==> config.mk <==
export PLATFORM = sky130hd
export DESIGN_NAME = wb_port_arbiter
export DESIGN_NICKNAME = d
export VERILOG_FILES = /design/src/rtl/wb_port_arbiter.sv
export SDC_FILE = /design/constraint.sdc
export NUM_CORES = 1
export LEC_CHECK = 0
export BUFFER_PORTS_ARGS = -buffer_cell sky130_fd_sc_hd__buf_4
export CAP_MARGIN = 20
export CELL_PAD_IN_SITES_DETAIL_PLACEMENT = 1
export CELL_PAD_IN_SITES_GLOBAL_PLACEMENT = 1
export CORE_MARGIN = 3
export CORE_UTILIZATION = 29
export CTS_BUF_LIST = sky130_fd_sc_hd__clkbuf_8
export DETAILED_ROUTE_END_ITERATION = 8
export HOLD_SLACK_MARGIN = 0.08
export PLACE_DENSITY_LB_ADDON = 0.1
export SLEW_MARGIN = 40
export SYNTH_ARGS = -nofsm -noshare
export SYNTH_HDL_FRONTEND = slang
export SYNTH_SLANG_ARGS = --single-unit
==> constraint.sdc <==
create_clock -name clk -period 4.4 [get_ports clk]
set_input_delay 0.88 -clock clk [delete_from_list [all_inputs] [get_ports clk]]
set_output_delay 0.88 -clock clk [all_outputs]
set_load 0.05 [all_outputs]
==> src/rtl/wb_port_arbiter.sv <==
// wb_port_arbiter
// Shares the register-file write port between the WB stage and a long-latency
// unit. Long-unit results are buffered in a small FIFO. Each cycle one source
// is granted the port. WB is stalled when the buffer head must drain first.
// A registered mask of pending FIFO destinations is published to hazard logic.
// Optional feature: define WBARB_PERF_EN to add the StallCnt/LongCnt counters.
module wb_port_arbiter #(
   parameter int unsigned DATA_W   = 32,
   parameter int unsigned ADDR_W   = 5,
   parameter int unsigned DEPTH    = 2,
   parameter int unsigned MAX_WAIT = 4
) (
   input  logic                 clk,
   input  logic                 rst,
   input  logic                 RegwriteW,
   input  logic [ADDR_W-1:0]    WriteregW,
   input  logic [DATA_W-1:0]    ResultW,
   input  logic                 LongValid,
   output logic                 LongReady,
   input  logic [ADDR_W-1:0]    LongWreg,
   input  logic [DATA_W-1:0]    LongData,
   output logic                 RfWe,
   output logic [ADDR_W-1:0]    RfWaddr,
   output logic [DATA_W-1:0]    RfWdata,
   output logic                 StallW,
   output logic [2**ADDR_W-1:0] PendMask
`ifdef WBARB_PERF_EN
   ,
   output logic [31:0]          StallCnt,
   output logic [31:0]          LongCnt
`endif
);

   localparam int unsigned PTR_W  = $clog2(DEPTH);
   localparam int unsigned CNT_W  = $clog2(DEPTH) + 1;
   localparam int unsigned WAIT_W = $clog2(MAX_WAIT + 1);
   localparam int unsigned NREG   = 2**ADDR_W;

   localparam logic [CNT_W-1:0]  DEPTH_V    = CNT_W'(DEPTH);
   localparam logic [WAIT_W-1:0] MAX_WAIT_V = WAIT_W'(MAX_WAIT);

   typedef enum logic [1:0] {
      GNT_NONE,
      GNT_WB,
      GNT_HEAD,
      GNT_HEAD_STALL
   } gnt_e;

   logic [ADDR_W-1:0] addr_q [DEPTH];
   logic [ADDR_W-1:0] addr_d [DEPTH];
   logic [DATA_W-1:0] data_q [DEPTH];
   logic [DATA_W-1:0] data_d [DEPTH];
   logic [DEPTH-1:0]  valid_q, valid_d;
   logic [PTR_W-1:0]  wr_ptr_q, wr_ptr_d;
   logic [PTR_W-1:0]  rd_ptr_q, rd_ptr_d;
   logic [CNT_W-1:0]  cnt_q, cnt_d;
   logic [WAIT_W-1:0] wait_q, wait_d;
   logic [NREG-1:0]   pend_q, pend_d;

   logic full, empty, push, wb_req, conflict, force_drain, pop;
   gnt_e gnt;

   assign full        = (cnt_q == DEPTH_V);
   assign empty       = (cnt_q == '0);
   assign LongReady   = !full;
   // Writes to r0 are acknowledged but dropped, so they never enter the FIFO.
   assign push        = LongValid && !full && (LongWreg != '0);
   assign wb_req      = RegwriteW && (WriteregW != '0);
   assign conflict    = wb_req && pend_q[WriteregW];
   assign force_drain = !empty && (wait_q >= MAX_WAIT_V);
   assign pop         = (gnt == GNT_HEAD) || (gnt == GNT_HEAD_STALL);
   assign PendMask    = pend_q;

   // Grant selection: forced/conflict drain, then WB, then opportunistic drain.
   always_comb begin
      gnt = GNT_NONE;
      if (force_drain || conflict) begin
         gnt = GNT_HEAD_STALL;
      end else if (wb_req) begin
         gnt = GNT_WB;
      end else if (!empty) begin
         gnt = GNT_HEAD;
      end
   end

   // Register-file port and WB stall driven from the grant.
   always_comb begin
      RfWe    = 1'b0;
      RfWaddr = '0;
      RfWdata = '0;
      StallW  = 1'b0;
      case (gnt)
         GNT_HEAD_STALL: begin
            RfWe    = 1'b1;
            RfWaddr = addr_q[rd_ptr_q];
            RfWdata = data_q[rd_ptr_q];
            StallW  = 1'b1;
         end
         GNT_WB: begin
            RfWe    = 1'b1;
            RfWaddr = WriteregW;
            RfWdata = ResultW;
         end
         GNT_HEAD: begin
            RfWe    = 1'b1;
            RfWaddr = addr_q[rd_ptr_q];
            RfWdata = data_q[rd_ptr_q];
         end
         default: ;
      endcase
   end

   // FIFO, wait counter and pending-mask next state.
   always_comb begin
      addr_d   = addr_q;
      data_d   = data_q;
      valid_d  = valid_q;
      wr_ptr_d = wr_ptr_q;
      rd_ptr_d = rd_ptr_q;
      cnt_d    = cnt_q;
      wait_d   = wait_q;
      pend_d   = '0;

      if (pop) begin
         valid_d[rd_ptr_q] = 1'b0;
         rd_ptr_d          = rd_ptr_q + PTR_W'(1);
      end
      if (push) begin
         addr_d[wr_ptr_q]  = LongWreg;
         data_d[wr_ptr_q]  = LongData;
         valid_d[wr_ptr_q] = 1'b1;
         wr_ptr_d          = wr_ptr_q + PTR_W'(1);
      end

      case ({push, pop})
         2'b10:   cnt_d = cnt_q + CNT_W'(1);
         2'b01:   cnt_d = cnt_q - CNT_W'(1);
         default: ;
      endcase

      if (empty || pop) begin
         wait_d = '0;
      end else if (wait_q < MAX_WAIT_V) begin
         wait_d = wait_q + WAIT_W'(1);
      end

      // Mask reflects the entries that will be valid after this edge.
      for (int unsigned i = 0; i < DEPTH; i++) begin
         if (valid_d[i]) begin
            pend_d[addr_d[i]] = 1'b1;
         end
      end
   end

   // State registers; reset discards any buffered results.
   always_ff @(posedge clk or posedge rst) begin
      if (rst) begin
         for (int unsigned i = 0; i < DEPTH; i++) begin
            addr_q[i] <= '0;
            data_q[i] <= '0;
         end
         valid_q  <= '0;
         wr_ptr_q <= '0;
         rd_ptr_q <= '0;
         cnt_q    <= '0;
         wait_q   <= '0;
         pend_q   <= '0;
      end else begin
         addr_q   <= addr_d;
         data_q   <= data_d;
         valid_q  <= valid_d;
         wr_ptr_q <= wr_ptr_d;
         rd_ptr_q <= rd_ptr_d;
         cnt_q    <= cnt_d;
         wait_q   <= wait_d;
         pend_q   <= pend_d;
      end
   end

`ifdef WBARB_PERF_EN
   logic [31:0] stall_cnt_q, long_cnt_q;

   // Free-running performance counters, wrapping modulo 2^32.
   always_ff @(posedge clk or posedge rst) begin
      if (rst) begin
         stall_cnt_q <= '0;
         long_cnt_q  <= '0;
      end else begin
         if (StallW) begin
            stall_cnt_q <= stall_cnt_q + 32'd1;
         end
         if (pop) begin
            long_cnt_q <= long_cnt_q + 32'd1;
         end
      end
   end

   assign StallCnt = stall_cnt_q;
   assign LongCnt  = long_cnt_q;
`endif

endmodule

==> impl_metrics.toml, run 1 <==
[yosys]
syn-cell-area_sq_um = 5830
synth-compound-area-share = 0.161
synth.avg_cell_area_sq_um = 12.8
synth-edff-count = 0
synthFlopType = "dfrtp_1"
netlist_instances = 454
synthesis.nets = 534
yosys.cell_types.count = 47
synth_xor_area_frac = 0.00751
synth_top_family_by_area = "multiplexers"
yosys.area.top_type_share = 0.494
synth_top_area_cell = "dfrtp_1"
synthAdderAreaFrac = 0.00429
synth_commonest_cells = "dfrtp_1 (115), mux2_2 (72), mux2i_1 (47)"
ys_warn_count = 0
yosys.area_share.simple = 0.0601
async_flop_share = 1.00
synth.area.mux_share = 0.239
synth.most_common_cell = "dfrtp_1"
yosys_register_bits = 115
ys_seq_area_frac = 0.494
synthTopCellsByArea = "dfrtp_1 (49%), mux2_2 (14%), mux2i_1 (8.1%)"

[floorplanning]
initial_utilization = 0.298
die_x_um = 148
die_h_um = 148
coreArea_sq_um = 19600
io_pins = 150
die_area_sq_um = 21800
num_rows = 51

[pwr]
p_per_area_nw_per_um2 = 761
ir_worst_vdd_v = 0.000328
p_leak_uw = 0.00343
sw_frac_of_total = 0.446
p_int_uw = 3240
p_clk_frac = 0.179
power_frac_comb = 0.512
p_sw_uw = 2610
seqPwrFrac = 0.309

[setup_path]
path_class = "input port to output pin"
worstSetupEndpoint = "RfWdata[0]"
critPathLaunch = "WriteregW[0]"
reg2reg_depth = 10
start_kind = "input port"
r2r_end = "cnt_q[1]"
worstSetupEndpointType = "output pin"
worstPathMaxFanout = 36
cp.required_ns = 3.52
regToRegSetupSlack_ns = 1.64
cp.arrival_ns = 3.20
r2r_start = "PendMask[15]"

[placed_design]
place_congestion = 0.791
dp.cells = 853
port_buffers = 149
place_hpwl_mm = 12.7

[clock_network]
clk_pin_slew_ns = 0.06
cts_root_buffer = "clkbuf_8"
cts_tree = "built"
cts.htree.levels = 4
cts-resized-gates = 0
clock_latency_ns = 0.43
cts-buffers-inserted = 17
ctsHoldBuffers = 0
post_cts_buffers = 0
clock_path_buffers = 2
clock-sinks = 115

[timing]
rsz0062_at_grt = "false"
setup_viol = 0
min_period_over_period = 0.928
setup_tns_ns = 0
worst_slew_pin_slew_ns = 0.721
max_freq_mhz = 245
finalHoldViolCount = 0
clock_skew_ns = 0.00939
min_period_ns = 4.08
final_max_slew_viol_count = 0
slew_headroom = 0.519

[finish]
drive_gt1_frac = 0.476
fin_cells = 885
area_growth_pct = 31.8
finalNetCount = 687
num_antenna_cells = 0

[route]
wirelength_mm = 17.0
detail-route-antenna-nets = 0
wl_per_cell_um = 19.2
route.detailed.drc = 0
viasPerCell = 4.95
drtPass1Iterations = 4
drtIter0Drc = 167
dr_total_vias = 4383

[global_routing]
grt_pass1_wl_mm = 27.6
grt_max_degree = 70
grt_usage = 0.162
overflow = 0
antenna_found_initial = 0
grt_pass1_vias = 4956

[hold_path]
hp-class = "flip-flop to flip-flop"
holdCritStartpoint = "wait_q[0]"

[run_status]
outcome = "complete, no violations"

[job]
drv_cap = 0
==> layout by cell type, fill, tap and decap left out, types with 4 or more instances in the layout <==
cell         n
nand2_1     23
mux2i_1     47
nor2_1      10
dfrtp_1    114
nand2b_1     8
inv_1       11
o2bb2ai_1   36
buf_4      159
mux4_2       5
o22ai_1     33
a41oi_4      4
xnor2_1      4
mux2_2      72
o21ai_0      9
clkbuf_8    20
a41oi_2      4
nand3b_1     6
==> cell type report <==
| class | instances | area (sq um) |
|---|---|---|
| fillers | 2135 | 11900 |
| flip-flops and latches | 115 | 2880 |
| multi-input cells | 300 | 2760 |
| repair buffers | 161 | 1230 |
| well taps | 265 | 332 |
| clock buffers | 20 | 275 |
| clock inverters | 12 | 154 |
| inverters | 12 | 50.0 |
==> power groups by stage <==
stage / registers, uW / logic, uW / clock network [uW]
after CTS: 1810 / 3040 / 1090
after global placement: 1800 / 2970 / 0
after global routing: 1880 / 3200 / 1140
after detailed placement: 1830 / 3030 / 0
final: 1800 / 2990 / 1050
after floorplan: 1890 / 2060 / 0
==> registers in the layout (all words and copies together), names as in the netlist <==
| name | cells |
|---|---|
| data_q | 64 |
| PendMask | 32 |
| addr_q | 10 |
| wait_q | 3 |
| cnt_q | 2 |
| valid_q | 2 |
| rd_ptr_q | 1 |
| wr_ptr_q | 1 |
==> layer usage <==
| layer | up-vias | GRT usage | part of all wire |
|---|---|---|---|
| li1 | 2019 | - | - |
| met1 | 2221 | 0.206 | 0.43 |
| met2 | 131 | 0.265 | 0.49 |
| met3 | 12 | 0.0573 | 0.069 |
| met4 | 0 | 0.0415 | 0.0082 |
| met5 | - | 0 | 0 |
==> metrics by stage <==
step                      hold WS, ns  area, sq um  utilization  total power, uW  setup slack (ns)
final                           0.437         7680        0.392             5840             0.316
after detailed placement        0.438         7250        0.370             4860             0.292
after global placement          0.433         7250        0.370             4760             0.406
after global routing            0.469         7680        0.392             6220             0.195
after floorplan                 0.419         5840            -             3950             0.295
after CTS                       0.445         7680        0.392             5930             0.289
==> how the worst min path moves through the flow <==
stage | depth (start not counted) | end | slack (ns)
2_1_floorplan | 1 | wait_q[0] | 0.42
3_3_place_gp | 1 | wait_q[0] | 0.43
4_1_cts | 1 | wait_q[0] | 0.44
5_1_grt | 1 | wait_q[0] | 0.47
6_report | 1 | wait_q[0] | 0.44
3_5_place_dp | 1 | wait_q[0] | 0.44
==> critical path, cell delays in order <==
cell	delay (ns)
buf_4	0.19
mux4_2	0.53
mux2_2	0.30
a21oi_2	0.22
and2_1	0.19
o21ai_2	0.13
nor2_4	0.14
buf_12	0.21
o2bb2ai_1	0.15
buf_4	0.22
==> cells by family after synthesis <==
logic type / Yosys count
AO/OA/AOI/OAI: 103
AND/OR/NAND/NOR: 66
buffers and inverters: 39
flip-flops: 115
XOR/XNOR: 5
multiplexers: 124
adder cells (fa/ha/maj): 2
No activity file was read; power rests on OpenSTA's default activity.
==> run 2, diff against run 1 <==
--- a/config.mk
+++ b/config.mk
@@ -11,7 +11,6 @@
 export CELL_PAD_IN_SITES_GLOBAL_PLACEMENT = 1
 export CORE_MARGIN = 3
 export CORE_UTILIZATION = 29
-export CTS_BUF_LIST = sky130_fd_sc_hd__clkbuf_8
 export DETAILED_ROUTE_END_ITERATION = 8
 export HOLD_SLACK_MARGIN = 0.08
 export PLACE_DENSITY_LB_ADDON = 0.1
==> constraint.sdc (replaced) <==
create_clock -name clk -period 4.6 [get_ports clk]
set_input_delay 0.92 -clock clk [delete_from_list [all_inputs] [get_ports clk]]
set_output_delay 0.92 -clock clk [all_outputs]
set_load 0.05 [all_outputs]
==> impl_metrics.toml, run 2 (same netlist as run 1, synthesis figures left out) <==
[clock_network]
clk_pin_slew_ns = 0.05
ctsHoldBuffers = 0
cts-buffers-inserted = 17
clock-sinks = 115
cts.htree.levels = 4
cts-resized-gates = 0
clock_latency_ns = 0.41
cts_tree = "built"
cts_root_buffer = "clkbuf_16"
clock_path_buffers = 2
post_cts_buffers = 0

[floorplanning]
initial_utilization = 0.298
die_h_um = 148
coreArea_sq_um = 19600
io_pins = 150
die_area_sq_um = 21800
die_x_um = 148
num_rows = 51

[setup_path]
cp_slowest_cell = "mux4_2"
cp.required_ns = 3.68
reg2reg_depth = 10
cp.arrival_ns = 3.26
path_cells = "buf_4 > mux4_2 > mux2_2 > a21oi_2 > and2_1 > o21ai_2 > nor2_4 > buf_12 > o2bb2ai_1 > buf_4"
regToRegSetupSlack_ns = 1.83
worstSetupEndpoint = "RfWaddr[1]"
crit_top_cell = "buf_4"
worstPathMaxFanout = 36
r2r_start = "PendMask[15]"
critPathLaunch = "WriteregW[0]"
worstSetupEndpointType = "output pin"
slowest_delay_ns = 0.52
path_class = "input port to output pin"
start_kind = "input port"
r2r_end = "cnt_q[1]"

[global_routing]
overflow = 0
grt_use_met1 = 0.209
grt_use_met2 = 0.263
grt_pass1_vias = 4910
grtUsageMet3 = 0.0441
busiest_layer = "met2"
antenna_found_initial = 0
grt_max_degree = 57
grt_pass1_wl_mm = 27.3
grt_usage = 0.161

[pwr]
seqPwrFrac = 0.297
p_sw_uw = 2540
p_int_uw = 3370
p_leak_uw = 0.00351
p_clk_frac = 0.223
p_per_area_nw_per_um2 = 753
sw_frac_of_total = 0.429
ir_worst_vdd_v = 0.000300
power_frac_comb = 0.480

[route]
viasPerCell = 4.94
drtIter0Drc = 181
wl_per_cell_um = 19.2
wirelength_mm = 16.9
drtPass1Iterations = 4
dr_total_vias = 4367
detail-route-antenna-nets = 0
route.detailed.drc = 0

[timing]
finalHoldViolCount = 0
setup_viol = 0
clock_skew_ns = 0.00478
slew_headroom = 0.527
max_freq_mhz = 239
setup_tns_ns = 0
min_period_ns = 4.18
worst_slew_pin_slew_ns = 0.710
min_period_over_period = 0.908
rsz0062_at_grt = "false"
final_max_slew_viol_count = 0

[finish]
drive_gt1_frac = 0.473
num_antenna_cells = 0
mostFrequentLayoutCells = "buf_4 (157), dfrtp_1 (114), mux2_2 (72)"
finalNetCount = 686
final_common_cell = "buf_4"
largest_register = "data_q"
fin_cells = 884
area_growth_pct = 34.5
largest_register_ff_count = 64

[placed_design]
place_congestion = 0.760
dp.cells = 852
port_buffers = 149
place_hpwl_mm = 12.6

[hold_path]
hp-class = "flip-flop to flip-flop"
holdCritStartpoint = "wait_q[0]"

[job]
drv_cap = 0

[run_status]
outcome = "complete, no violations"
==> run 2: layout make-up <==
class                      instances  area, sq um
fill                            2102        11800
inverter                          12         47.5
timing repair buffer             160         1230
clock inverter                    14          161
sequential                       115         2880
tap                              265          332
multi-input combinational        300         2760
clock buffer                      18          429
==> run 2: stage by stage <==
| step | utilization | setup slack (ns) | instance area, sq um | hold WS, ns | total power [uW] |
|---|---|---|---|---|---|
| detailed placement | 0.370 | 0.412 | 7250 | 0.457 | 4650 |
| global route | 0.400 | 0.312 | 7840 | 0.481 | 6280 |
| global placement | 0.369 | 0.525 | 7230 | 0.436 | 4550 |
| floorplan | - | 0.415 | 5840 | 0.419 | 3780 |
| finish | 0.400 | 0.422 | 7840 | 0.454 | 5910 |
| CTS | 0.400 | 0.405 | 7840 | 0.464 | 6000 |
==> run 2: worst max-delay path: cells and delay by family <==
kind | cells | cell delay, ns
muxes | 2 | 0.84
buffers and inverters | 3 | 0.62
AOI/OAI and AO/OA | 3 | 0.50
and+or+nand+nor | 2 | 0.34
==> run 2: per-layer routing <==
| layer | part of all wire | wire, um | vias to the layer above |
|---|---|---|---|
| met2 | 0.48 | 8170 | 104 |
| met5 | 0 | 0 | - |
| met3 | 0.055 | 934 | 13 |
| met4 | 0.012 | 202 | 0 |
| li1 | - | - | 2029 |
| met1 | 0.45 | 7640 | 2221 |
==> run 2: worst min-delay path by stage <==
stage	to	slack, ns	cells after the start
floorplan	wait_q[0]	0.42	1
global placement	wait_q[0]	0.44	1
detailed placement	wait_q[0]	0.46	1
CTS	wait_q[0]	0.46	1
global route	wait_q[0]	0.48	1
finish	wait_q[0]	0.45	1
==> run 2: power groups by stage <==
stage	combinational, uW	clock (uW)	sequential, uW
final	2830	1320	1750
after global routing	3050	1410	1820
after CTS	2880	1350	1760
after detailed placement	2870	0	1780
after global placement	2810	0	1740
after floorplan	1970	0	1810
==> run 3, diff against run 2 <==
--- a/config.mk
+++ b/config.mk
@@ -9,6 +9,7 @@
 export CAP_MARGIN = 20
 export CELL_PAD_IN_SITES_DETAIL_PLACEMENT = 1
 export CELL_PAD_IN_SITES_GLOBAL_PLACEMENT = 1
+export CORE_ASPECT_RATIO = 0.7
 export CORE_MARGIN = 3
 export CORE_UTILIZATION = 29
 export DETAILED_ROUTE_END_ITERATION = 8
==> impl_metrics.toml, run 3 (same netlist as run 1, synthesis figures left out) <==
[pwr]
p_per_area_nw_per_um2 = 768
p_sw_uw = 2570
ir_worst_vdd_v = 0.000300
p_int_uw = 3490
seqPwrFrac = 0.289
power.total_uw = 6060
sw_frac_of_total = 0.424
p_clk_frac = 0.244
p_leak_uw = 0.00353
power_frac_comb = 0.467

[finish]
drive_gt1_frac = 0.474
n_fill_cell = 2084
mostFrequentLayoutCells = "buf_4 (157), dfrtp_1 (114), mux2_2 (72)"
largest_register = "data_q"
final_common_cell = "buf_4"
num_antenna_cells = 0
area_growth_pct = 35.5
finalNetCount = 685
multi_input_area_sq_um = 2760
largest_register_ff_count = 64
seq_area_sq_um = 2880
final_core_util = 0.409
design_area_sq_um = 7900

[global_routing]
grt_pass1_wl_mm = 27.3
grt_pass1_vias = 4854
grt_max_degree = 65
overflow = 0
grt_usage = 0.161
antenna_found_initial = 0

[setup_path]
worstPathMaxFanout = 35
path_buf_inv = 3
cp.required_ns = 3.68
start_kind = "input port"
slowest_delay_ns = 0.51
path_cells = "buf_4 > mux4_2 > mux2i_1 > and3_1 > or3_1 > o21ai_2 > nor2_4 > buf_12 > o2bb2ai_1 > buf_4"
cp_slowest_cell = "mux4_2"
crit_family = "multiplexers"
worstSetupEndpointType = "output pin"
path_class = "input port to output pin"
cp.arrival_ns = 3.34
crit_top_cell = "buf_4"

[timing]
finalHoldViolCount = 0
rsz0062_at_grt = "false"
min_period_over_period = 0.926
slew_headroom = 0.496
fin_ws_ns = 0.341
max_freq_mhz = 235
min_period_ns = 4.26
setup_tns_ns = 0
worst_slew_pin_slew_ns = 0.755
clock_skew_ns = 0.00857
setup_viol = 0
final_max_slew_viol_count = 0

[route]
route.detailed.drc = 0
detail-route-antenna-nets = 0
dr_total_vias = 4403
drtPass1Iterations = 4
drtIter0Drc = 198
wirelength_mm = 17.2
wl_per_cell_um = 19.5
viasPerCell = 4.99

[clock_network]
clock_latency_ns = 0.42
clk_pin_slew_ns = 0.05
cts_root_buffer = "clkbuf_16"
ctsHoldBuffers = 0
cts-buffers-inserted = 17
clock-sinks = 115
cts.htree.levels = 4
cts-resized-gates = 0
clock_path_buffers = 2
post_cts_buffers = 0
cts_tree = "built"

[placed_design]
place_hpwl_mm = 12.6
port_buffers = 149
place_ws_ns = 0.332
placed_area_sq_um = 7230
place_congestion = 0.784

[floorplanning]
die_area_sq_um = 21900
initial_utilization = 0.302
num_rows = 42
die_x_um = 175
die_h_um = 125
io_pins = 150
coreArea_sq_um = 19300

[job]
drv_cap = 0

[hold_path]
hp-class = "flip-flop to flip-flop"

[run_status]
outcome = "complete, no violations"
## run 3: changes by cell type in the layout (fill, tap and decap cells not counted), sizes merged
cell,before,now
buf,160,159
bufinv,3,5
clkinv,7,3
inv,14,16
## run 3: area by class of cell
cell class | instances | area share
sequential | 115 | 0.365
multi-input combinational | 300 | 0.349
timing repair buffer | 159 | 0.154
clock buffer | 18 | 0.0556
tap | 264 | 0.0418
clock inverter | 14 | 0.0282
inverter | 12 | 0.00634
## run 3: per-layer routing
metal	share of wire	wire length, um	track usage	vias up
met1	0.47	8100	0.216	2262
met4	0.0089	153	0.0437	0
met2	0.46	7920	0.249	103
met3	0.059	1020	0.0512	13
li1	-	-	-	2025
met5	0	0	0	-
## run 3: metrics by stage
| step | std cells | hold slack, ns |
|---|---|---|
| CTS | 882 | 0.468 |
| detailed placement | 850 | 0.459 |
| floorplan | 454 | 0.419 |
| global placement | 850 | 0.434 |
| finish | 882 | 0.467 |
| global route | 882 | 0.476 |
## run 3: worst paths after layout
kind | slack (ns) | depth (start not counted) | from | endpoint
max in group asynchronous | 3.17 | 3 | rst | wait_q[2]
setup / recovery | 0.34 | 10 | WriteregW[0] | RfWaddr[1]
min in group asynchronous | 0.58 | 2 | rst | PendMask[25]
hold reg to reg | 0.47 | 1 | wait_q[0] | wait_q[0]
hold / removal | 0.47 | 1 | wait_q[0] | wait_q[0]
setup reg to reg | 1.71 | 10 | PendMask[31] | cnt_q[1]
## run 3: power by group through the flow
stage / Combinational (uW) / Sequential, uW / Clock (uW)
after floorplan: 1970 / 1810 / 0
after global placement: 2810 / 1740 / 0
after detailed placement: 2850 / 1770 / 0
after CTS: 2860 / 1760 / 1520
after global routing: 3040 / 1820 / 1570
final: 2830 / 1750 / 1480
